==> config.mk <==
export PLATFORM = sky130hd
export DESIGN_NAME = shift_arbiter
export DESIGN_NICKNAME = d
export VERILOG_FILES = /design/src/rtl/shift_arbiter.sv
export SDC_FILE = /design/constraint.sdc
export NUM_CORES = 1
export LEC_CHECK = 0
export ABC_AREA = 1
export CORE_UTILIZATION = 47
export DETAILED_ROUTE_END_ITERATION = 6
export GPL_TIMING_DRIVEN = 0
export PLACE_DENSITY = 0.8
export REMOVE_ABC_BUFFERS = 1
export SETUP_SLACK_MARGIN = 0.2
export SLEW_MARGIN = 20
export SYNTH_ARGS = -nofsm -noshare
export SYNTH_HDL_FRONTEND = slang
export SYNTH_SLANG_ARGS = --single-unit
==> constraint.sdc <==
create_clock -name CLK -period 1.8 [get_ports CLK]
set_input_delay 0.36 -clock CLK [delete_from_list [all_inputs] [get_ports CLK]]
set_output_delay 0.36 -clock CLK [all_outputs]
set_load 0.1 [all_outputs]
==> src/rtl/shift_arbiter.sv <==
// Two-port round-robin front end for a shared 8-bit left rotate/shift unit.
// Results land in a single-entry output register tagged with the source port.
module shift_arbiter #(
  parameter int W  = 8,
  parameter int SW = 3,
  parameter int CW = 8
) (
  input  logic          CLK,
  input  logic          RST,
  input  logic          A_VALID,
  input  logic [W-1:0]  A_I,
  input  logic [SW-1:0] A_S,
  input  logic          A_P,
  output logic          A_READY,
  input  logic          B_VALID,
  input  logic [W-1:0]  B_I,
  input  logic [SW-1:0] B_S,
  input  logic          B_P,
  output logic          B_READY,
  output logic          O_VALID,
  output logic [W-1:0]  O,
  output logic          O_TAG,
  input  logic          O_READY,
  output logic [CW-1:0] CNT_A,
  output logic [CW-1:0] CNT_B
);

  // Handshake: a transfer on any port happens in a cycle where VALID and
  // READY are both high at the rising edge. READY may depend on VALID, and
  // no transfer completes while RST is high.

  typedef enum logic {EMPTY = 1'b0, FULL = 1'b1} state_t;

  state_t          state_q;
  logic            last_grant_q;   // 0 = A, 1 = B
  logic [W-1:0]    o_q;
  logic            tag_q;
  logic [CW-1:0]   cnt_a_q;
  logic [CW-1:0]   cnt_b_q;

  logic            can_accept;
  logic            grant_b;
  logic            accept;
  logic [W-1:0]    sel_i;
  logic [SW-1:0]   sel_s;
  logic            sel_p;
  logic [2*W-1:0]  dbl;
  logic [W-1:0]    result_d;

  localparam logic [CW-1:0] CNT_MAX = {CW{1'b1}};

  assign can_accept = (state_q == EMPTY) | O_READY;

  // On a tie, grant the port that did not win the last accept.
  always_comb begin
    grant_b = 1'b0;
    if (A_VALID && B_VALID) grant_b = ~last_grant_q;
    else if (B_VALID)       grant_b = 1'b1;
  end

  assign A_READY = ~RST & can_accept & A_VALID & ~grant_b;
  assign B_READY = ~RST & can_accept & B_VALID &  grant_b;
  assign accept  = A_READY | B_READY;

  always_comb begin
    sel_i = grant_b ? B_I : A_I;
    sel_s = grant_b ? B_S : A_S;
    sel_p = grant_b ? B_P : A_P;
  end

  // Rotation falls out of shifting a doubled operand and keeping the top half.
  always_comb begin
    dbl      = {sel_i, sel_i} << sel_s;
    result_d = sel_p ? dbl[2*W-1:W] : (sel_i << sel_s);
  end

  always_ff @(posedge CLK) begin
    if (RST) begin
      state_q      <= EMPTY;
      last_grant_q <= 1'b1;
      o_q          <= '0;
      tag_q        <= 1'b0;
      cnt_a_q      <= '0;
      cnt_b_q      <= '0;
    end else begin
      case (state_q)
        EMPTY: if (accept) state_q <= FULL;
        FULL:  if (O_READY && !accept) state_q <= EMPTY;
        default: state_q <= EMPTY;
      endcase
      if (accept) begin
        o_q          <= result_d;
        tag_q        <= grant_b;
        last_grant_q <= grant_b;
      end
      if (A_READY && cnt_a_q != CNT_MAX) cnt_a_q <= cnt_a_q + 1'b1;
      if (B_READY && cnt_b_q != CNT_MAX) cnt_b_q <= cnt_b_q + 1'b1;
    end
  end

  assign O_VALID = (state_q == FULL);
  assign O       = o_q;
  assign O_TAG   = tag_q;
  assign CNT_A   = cnt_a_q;
  assign CNT_B   = cnt_b_q;

endmodule
* Yosys cells after proc, flatten, opt, wreduce, memory -nomap -nowiden *
Index checks and enable logic that the tools add are counted.
Widths: inputs -> output; s select.

word-level totals
  bits in registers = 27
  input port bits = 29
  output and inout port bits = 28
  word-level logic and storage cells = 37

cells by class
  add/subtract/negate cells = 2
  eq/ne operators = 2
  shift-type cells = 2
  muxes and demuxes = 9
  bitwise gates (word level) = 11
  reduce and logical (&&, ||, !) cells = 5

operators with widths
  operator             number
  $add 8x1->8 const B  2
  $mux 8               2
  $ne 8x8->1 const B   2
  $shl 16x3->16        1
  $shl 8x3->8          1
  $and 1x1->1          5
  $mux 1               5
  $logic_and 1x1->1    4
  $not 1->1            4
  $mux 3               1
  $or 1x1->1           2
  $pmux 1 s2           1
  $logic_not 1->1      1

* Logic depth before layout (Yosys ltp) *
Gate-level depths: netlist of run 1.

  depth after elaboration = 10
  depth in mapped cells = 13
  gate-level depth less buffers = 12

* Worst setup path before layout of run 1 *
OpenSTA, ideal clock, no wires.

  path type = register to register
  start = reg cnt_a_q[0], in the netlist CNT_A[0]
  end = reg cnt_a_q[4], in the netlist CNT_A[4]
  setup time = 120 ps
  arrival time = 2,216 ps
  required time = 1,680 ps
  path slack = -536 ps
  stages on the path, launching flop included = 11
  path buffers = 0
  period minus slack after synthesis = 2,336 ps
  cell sequence = dfxtp_1 -> ha_1 -> nand3_1 -> nor2_1 -> nand3_1 -> nand2_4 -> clkinv_2 -> nand3_2 -> clkinv_1 -> nand2_1 -> a21oi_1

between the ends
  longest elaborated chain between the ends = 2
  elaborated cells on any way between the ends = 3
  those cells by class = 1 x add/sub; 1 x eq/ne; 1 x reduce/logical

ends and longest elaborated chain
  what                                                 RTL line  RTL
  start, declared                                      38        logic [CW-1:0] cnt_a_q;
  start signal, assigned                               96        if (A_READY && cnt_a_q != CNT_MAX) cnt_a_q <= cnt_a_q + 1'b1;
  branches (longest 2 deep; another with $add 8x1->8)  -

Parallel ways; which one is timed is not known.
A chain may end at the register's enable or synchronous reset.

* Worst setup path in the final report of run 1 *
  start = reg last_grant_q
  end = reg o_q[2], in the netlist O[2]

between the ends
  longest elaborated chain between the ends = 5
  elaborated cells on any way between the ends = 12
  those cells by class = 2 x shift; 5 x mux; 5 x bitwise

ends and longest elaborated chain
  what                                         RTL line  RTL
  start, declared                              35        logic last_grant_q;
  start signal, assigned                       94        last_grant_q <= grant_b;
  $not 1->1 (*)                                57        if (A_VALID && B_VALID) grant_b = ~last_grant_q;
  $mux 1 (*)                                   57
  $mux 8, or another cell as far along         66        sel_i = grant_b ? B_I : A_I;
  $shl 8x3->8, or another cell as far along    74        result_d = sel_p ? dbl[2*W-1:W] : (sel_i << sel_s);
  $mux 8 / $or 1x1->1 (equally long branches)  74, 63
  end signal, assigned                         92        o_q <= result_d;
  end, declared                                36        logic [W-1:0] o_q;

Mark *: on every way between the ends. The rest lies on a longest branch, timed or not.

==> flow_results.org, run 1 <==
** Power
- The analysis attributes to net switching a power of approximately 720 µW.
- The analysis attributes to cell leakage a power of 0.00127 µW.
- Of the total power, the clock network draws roughly a fifth.
- Power comes to between 1500 and 2000 µW.
- Proportion of total power due to net switching :: between 40 and 50%
- IR analysis of the VDD net gives a maximum drop of 0.477 mV.
- In this run the power density over the cells is between 600 and 700 nW/µm².
- The internal power of the cells totals 1030 µW.
- Combinational share of power :: 43.5%
- The share of total power dissipated in sequential elements is 37.3%.

** Run status
- Run status :: finished clean

** Setup path
- Top fanout value on the critical path :: 10
- The worst setup path is of the reg -> reg kind.
- STA puts the critical path data required time at between 2 and 2.5 ns.
- The worst setup path is captured at a flop.
- Worst setup SP type :: flop
- Critical path arrival :: roughly 1.8 ns

** Route
- After detailed routing, the number of vias per cell comes to about 5.1.
- In the final routed layout, each cell accounts on average for around 12 µm.
- First-iteration detailed-routing DRC count :: between 150 and 200
- Overall via count from detail_route :: about 2.1k
- Detailed-routing iteration count for the pre-antenna-repair pass :: 4
- Antenna violation net count after detailed routing :: 0
- After detailed routing, the total wire length is about 4.8 mm.
- After detailed routing, the number of remaining DRC violations is 0.

** Floorplanning
- After floorplanning, the core was sized to cover between 3000 and 4000 µm².
- The initial utilization of the core area, before any placement, comes to between 50% and 60%.
- Die area :: around 4300 µm²
- In this run the count of I/O pins placed on the die edge is 57.
- The floorplan step set the die height to ~65 µm.
- Site row count :: 22
- Horizontal die dimension :: about 65 µm

** Timing
- The max-slew violation count came to 0.
- Setup repair after global routing could not meet its margin everywhere.
- Final Hold Viols :: 0
- Max Fclk :: 635 MHz
- For the pin with the worst max-slew slack, the measured transition is 0.558 ns.
- Worst slew slack as a fraction of its limit :: 63.0%
- Final hold slack :: ~0.43 ns
- Setup Total Neg Slack :: 0 ns
- The final critical path takes up roughly 87% of the cycle.
- The routed design could run at a clock period as short as ~1.6 ns.
- Setup violations remaining at the end of the flow were counted as 0.
- Clock skew :: about 0.0043 ns

** Yosys
- In this run the biggest area consumer among cell types represents 28.6% of the synthesized area.
- Post-Synthesis Mean Instance Area :: 6.37 µm²
- Library cells used by synthesis :: 32
- Warning count from the yosys run :: 0
- For this run, the register share of the synthesized area comes to roughly 29%.
- Number of enable flip-flop cells after synthesis :: 0
- Top cells by area, synth :: sky130_fd_sc_hd__dfxtp_1, sky130_fd_sc_hd__nand2_1, sky130_fd_sc_hd__nand3_1, sky130_fd_sc_hd__inv_1, sky130_fd_sc_hd__nor2_1
- Leading register cell type out of synthesis :: sky130_fd_sc_hd__dfxtp_1
- In the synthesized netlist the async set-or-reset flop fraction comes to 0%.
- Dominant cell type by area after synthesis :: sky130_fd_sc_hd__dfxtp_1
- Synthesis inferred 27 register bits.
- The synthesized netlist occupies a cell area of between 1500 and 2000 µm².
- Among all cell types in the netlist, the one instantiated most often is sky130_fd_sc_hd__nand2_1.
- Synth cell count leaders :: sky130_fd_sc_hd__nand2_1, sky130_fd_sc_hd__nand3_1, sky130_fd_sc_hd__inv_1
- Synthesis produced 297 cells.

** Job
- The tool flagged a number of max-cap violations equal to 0.

** GRT
- The number of global-route vias before repair was 1792.
- For this run, the total global-route usage over all layers was measured as 22.2%.
- Residual overflow from global routing :: 0
- The first global-routing pass estimated between 7 and 8 mm of wire.
- The initial antenna violation count came to 0.
- Pin count of the biggest net entering global routing :: 16

** CTS
- Clock tree from TritonCTS :: yes
- In this run the deepest clock path goes through 2 buffers.
- Hold repair after CTS inserted 0 buffers.
- CTS built an H-tree with a depth of 1.
- For the worst-skew pair, the clock arrives at the later sink with an insertion delay of about 0.27 ns.
- CTS saw 27 sinks.
- Total CTS buffers :: 3
- CTS placed an instance of sky130_fd_sc_hd__clkbuf_8 at the clock tree root.
- Clock transition at the registers of the reported paths :: 0.09 ns

** Finish
- Share of final-layout standard cells stronger than drive strength 1 :: 27.8%
- The number of antenna diodes in the final layout is 0.
- Finished Layout Cells :: roughly 400
- Nets :: 395
- The layout has approximately 330 filler cells.
- P&R area growth vs syn :: 42.2%
- Area occupied by multi-input gates :: roughly 1300 µm²
- In the final layout, flip-flops and latches occupy about 550 µm².
- At the end of the flow the core is filled with cells to ~70%.

** Placement
- The wire-length estimate of the detail-placed layout is 3.28 mm.
- Counting tap cells, the placed design contains a total of around 390 instances.
- Number of port buffers :: 56
- Placer congestion estimate :: between 0.8 and 0.9

** Hold path
- The tightest min-delay check is of the in -> reg type.
layout by cell type (no fill, tap or decap), types with 3 or more instances in the layout:
cell type / count
sky130_fd_sc_hd__nand2_1: 80
sky130_fd_sc_hd__nand3_1: 40
sky130_fd_sc_hd__inv_1: 30
sky130_fd_sc_hd__clkdlybuf4s50_1: 24
sky130_fd_sc_hd__dfxtp_1: 22
sky130_fd_sc_hd__nor2_1: 21
sky130_fd_sc_hd__a21oi_1: 15
sky130_fd_sc_hd__buf_2: 15
sky130_fd_sc_hd__o21ai_0: 14
sky130_fd_sc_hd__nand2_2: 10
sky130_fd_sc_hd__clkdlybuf4s15_2: 9
sky130_fd_sc_hd__buf_4: 8
sky130_fd_sc_hd__nand3_2: 7
sky130_fd_sc_hd__nand2_4: 6
sky130_fd_sc_hd__inv_2: 4
sky130_fd_sc_hd__nor2_4: 4
sky130_fd_sc_hd__buf_6: 4
sky130_fd_sc_hd__dfxtp_4: 3
sky130_fd_sc_hd__nor2_2: 3
sky130_fd_sc_hd__nand3b_1: 3
sky130_fd_sc_hd__o21ai_4: 3
sky130_fd_sc_hd__xor2_1: 3
sky130_fd_sc_hd__nor3_1: 3
sky130_fd_sc_hd__clkbuf_8: 3
sky130_fd_sc_hd__clkdlybuf4s18_2: 3
routing by layer:
metal	up-vias	wire (µm)	track usage (%)
li1	1091	-	-
met1	950	2300	30.5
met2	60	2210	36.5
met3	2	294	4.69
met4	0	8	2.45
met5	-	0	0
state kept, by name, summed over array words and instances (netlist names):
signal / flops
CNT_A: 8
CNT_B: 8
O: 8
O_TAG: 1
O_VALID: 1
last_grant_q: 1
logic make-up after synthesis:
logic type	count (synthesis)	synth area share (%)
AND/OR/NAND/NOR	182	46.7
buffers and inverters	46	11.2
AO/OA/AOI/OAI	37	10.8
flip-flops	27	28.6
XOR/XNOR	3	1.39
adder cells (fa/ha/maj)	2	1.32
final timing paths:
path                            to                 startpoint  slack (ns)  cells past startpoint
max reg2reg      O[2]$_SDFFE_PP0P_  last_grant_q$_SDFFE_PP1P_        0.23                     10
max              O[2]$_SDFFE_PP0P_  last_grant_q$_SDFFE_PP1P_        0.23                     10
min reg2reg  CNT_A[4]$_SDFFE_PP0P_      CNT_A[4]$_SDFFE_PP0P_        0.47                      2
min          CNT_A[0]$_SDFFE_PP0P_                        RST        0.43                      2
critical path: stages, from the launching register on:
cell	delay [ns]
sky130_fd_sc_hd__dfxtp_2	0.34
sky130_fd_sc_hd__nand2_4	0.11
sky130_fd_sc_hd__nand2_4	0.14
sky130_fd_sc_hd__o21ai_4	0.30
sky130_fd_sc_hd__buf_6	0.17
sky130_fd_sc_hd__nand3_2	0.11
sky130_fd_sc_hd__nand2_1	0.08
sky130_fd_sc_hd__nand3_1	0.06
sky130_fd_sc_hd__nand2_1	0.08
sky130_fd_sc_hd__nor2_1	0.04
sky130_fd_sc_hd__nor2_1	0.07
per-stage QoR:
stage	area (µm²)	setup WS (ns)
after detailed placement	2450	-1.60
after CTS	2620	0.119
after floorplan	1830	-0.536
after global placement	2450	-1.58
after global routing	2690	0.163
final	2690	0.226
what timing repair did:
item | in CTS | in global routing
setup buffers | 9 | 3
pin swaps | 6 | 8
endpoints found under the setup margin | 55 | 33
gates resized for setup | 139 | 47
cloned | 2 | 0
final cells by class:
cell class,instances,area share [%]
Multi-Input combinational cell,225,47.0
Timing Repair Buffer,68,22.8
Sequential cell,27,20.6
Inverter,38,5.58
Tap cell,48,2.23
Clock buffer,4,1.67
Timing Repair inverter,1,0.186
power groups by stage:
stage,combinational (µW),clock [µW],sequential (µW)
after global routing,814,378,658
final,761,336,654
after floorplan,291,0,873
after global placement,681,0,664
after CTS,717,351,653
after detailed placement,687,0,665
(Power assumes the default switching activity.)
==> run 2, diff against run 1 <==
--- a/config.mk
+++ b/config.mk
@@ -6,6 +6,7 @@
 export NUM_CORES = 1
 export LEC_CHECK = 0
 export ABC_AREA = 1
+export CAP_MARGIN = 20
 export CORE_UTILIZATION = 47
 export DETAILED_ROUTE_END_ITERATION = 6
 export GPL_TIMING_DRIVEN = 0
==> results of run 2 <==
No change in the layout: final DEF, timing and power equal those of run 1.
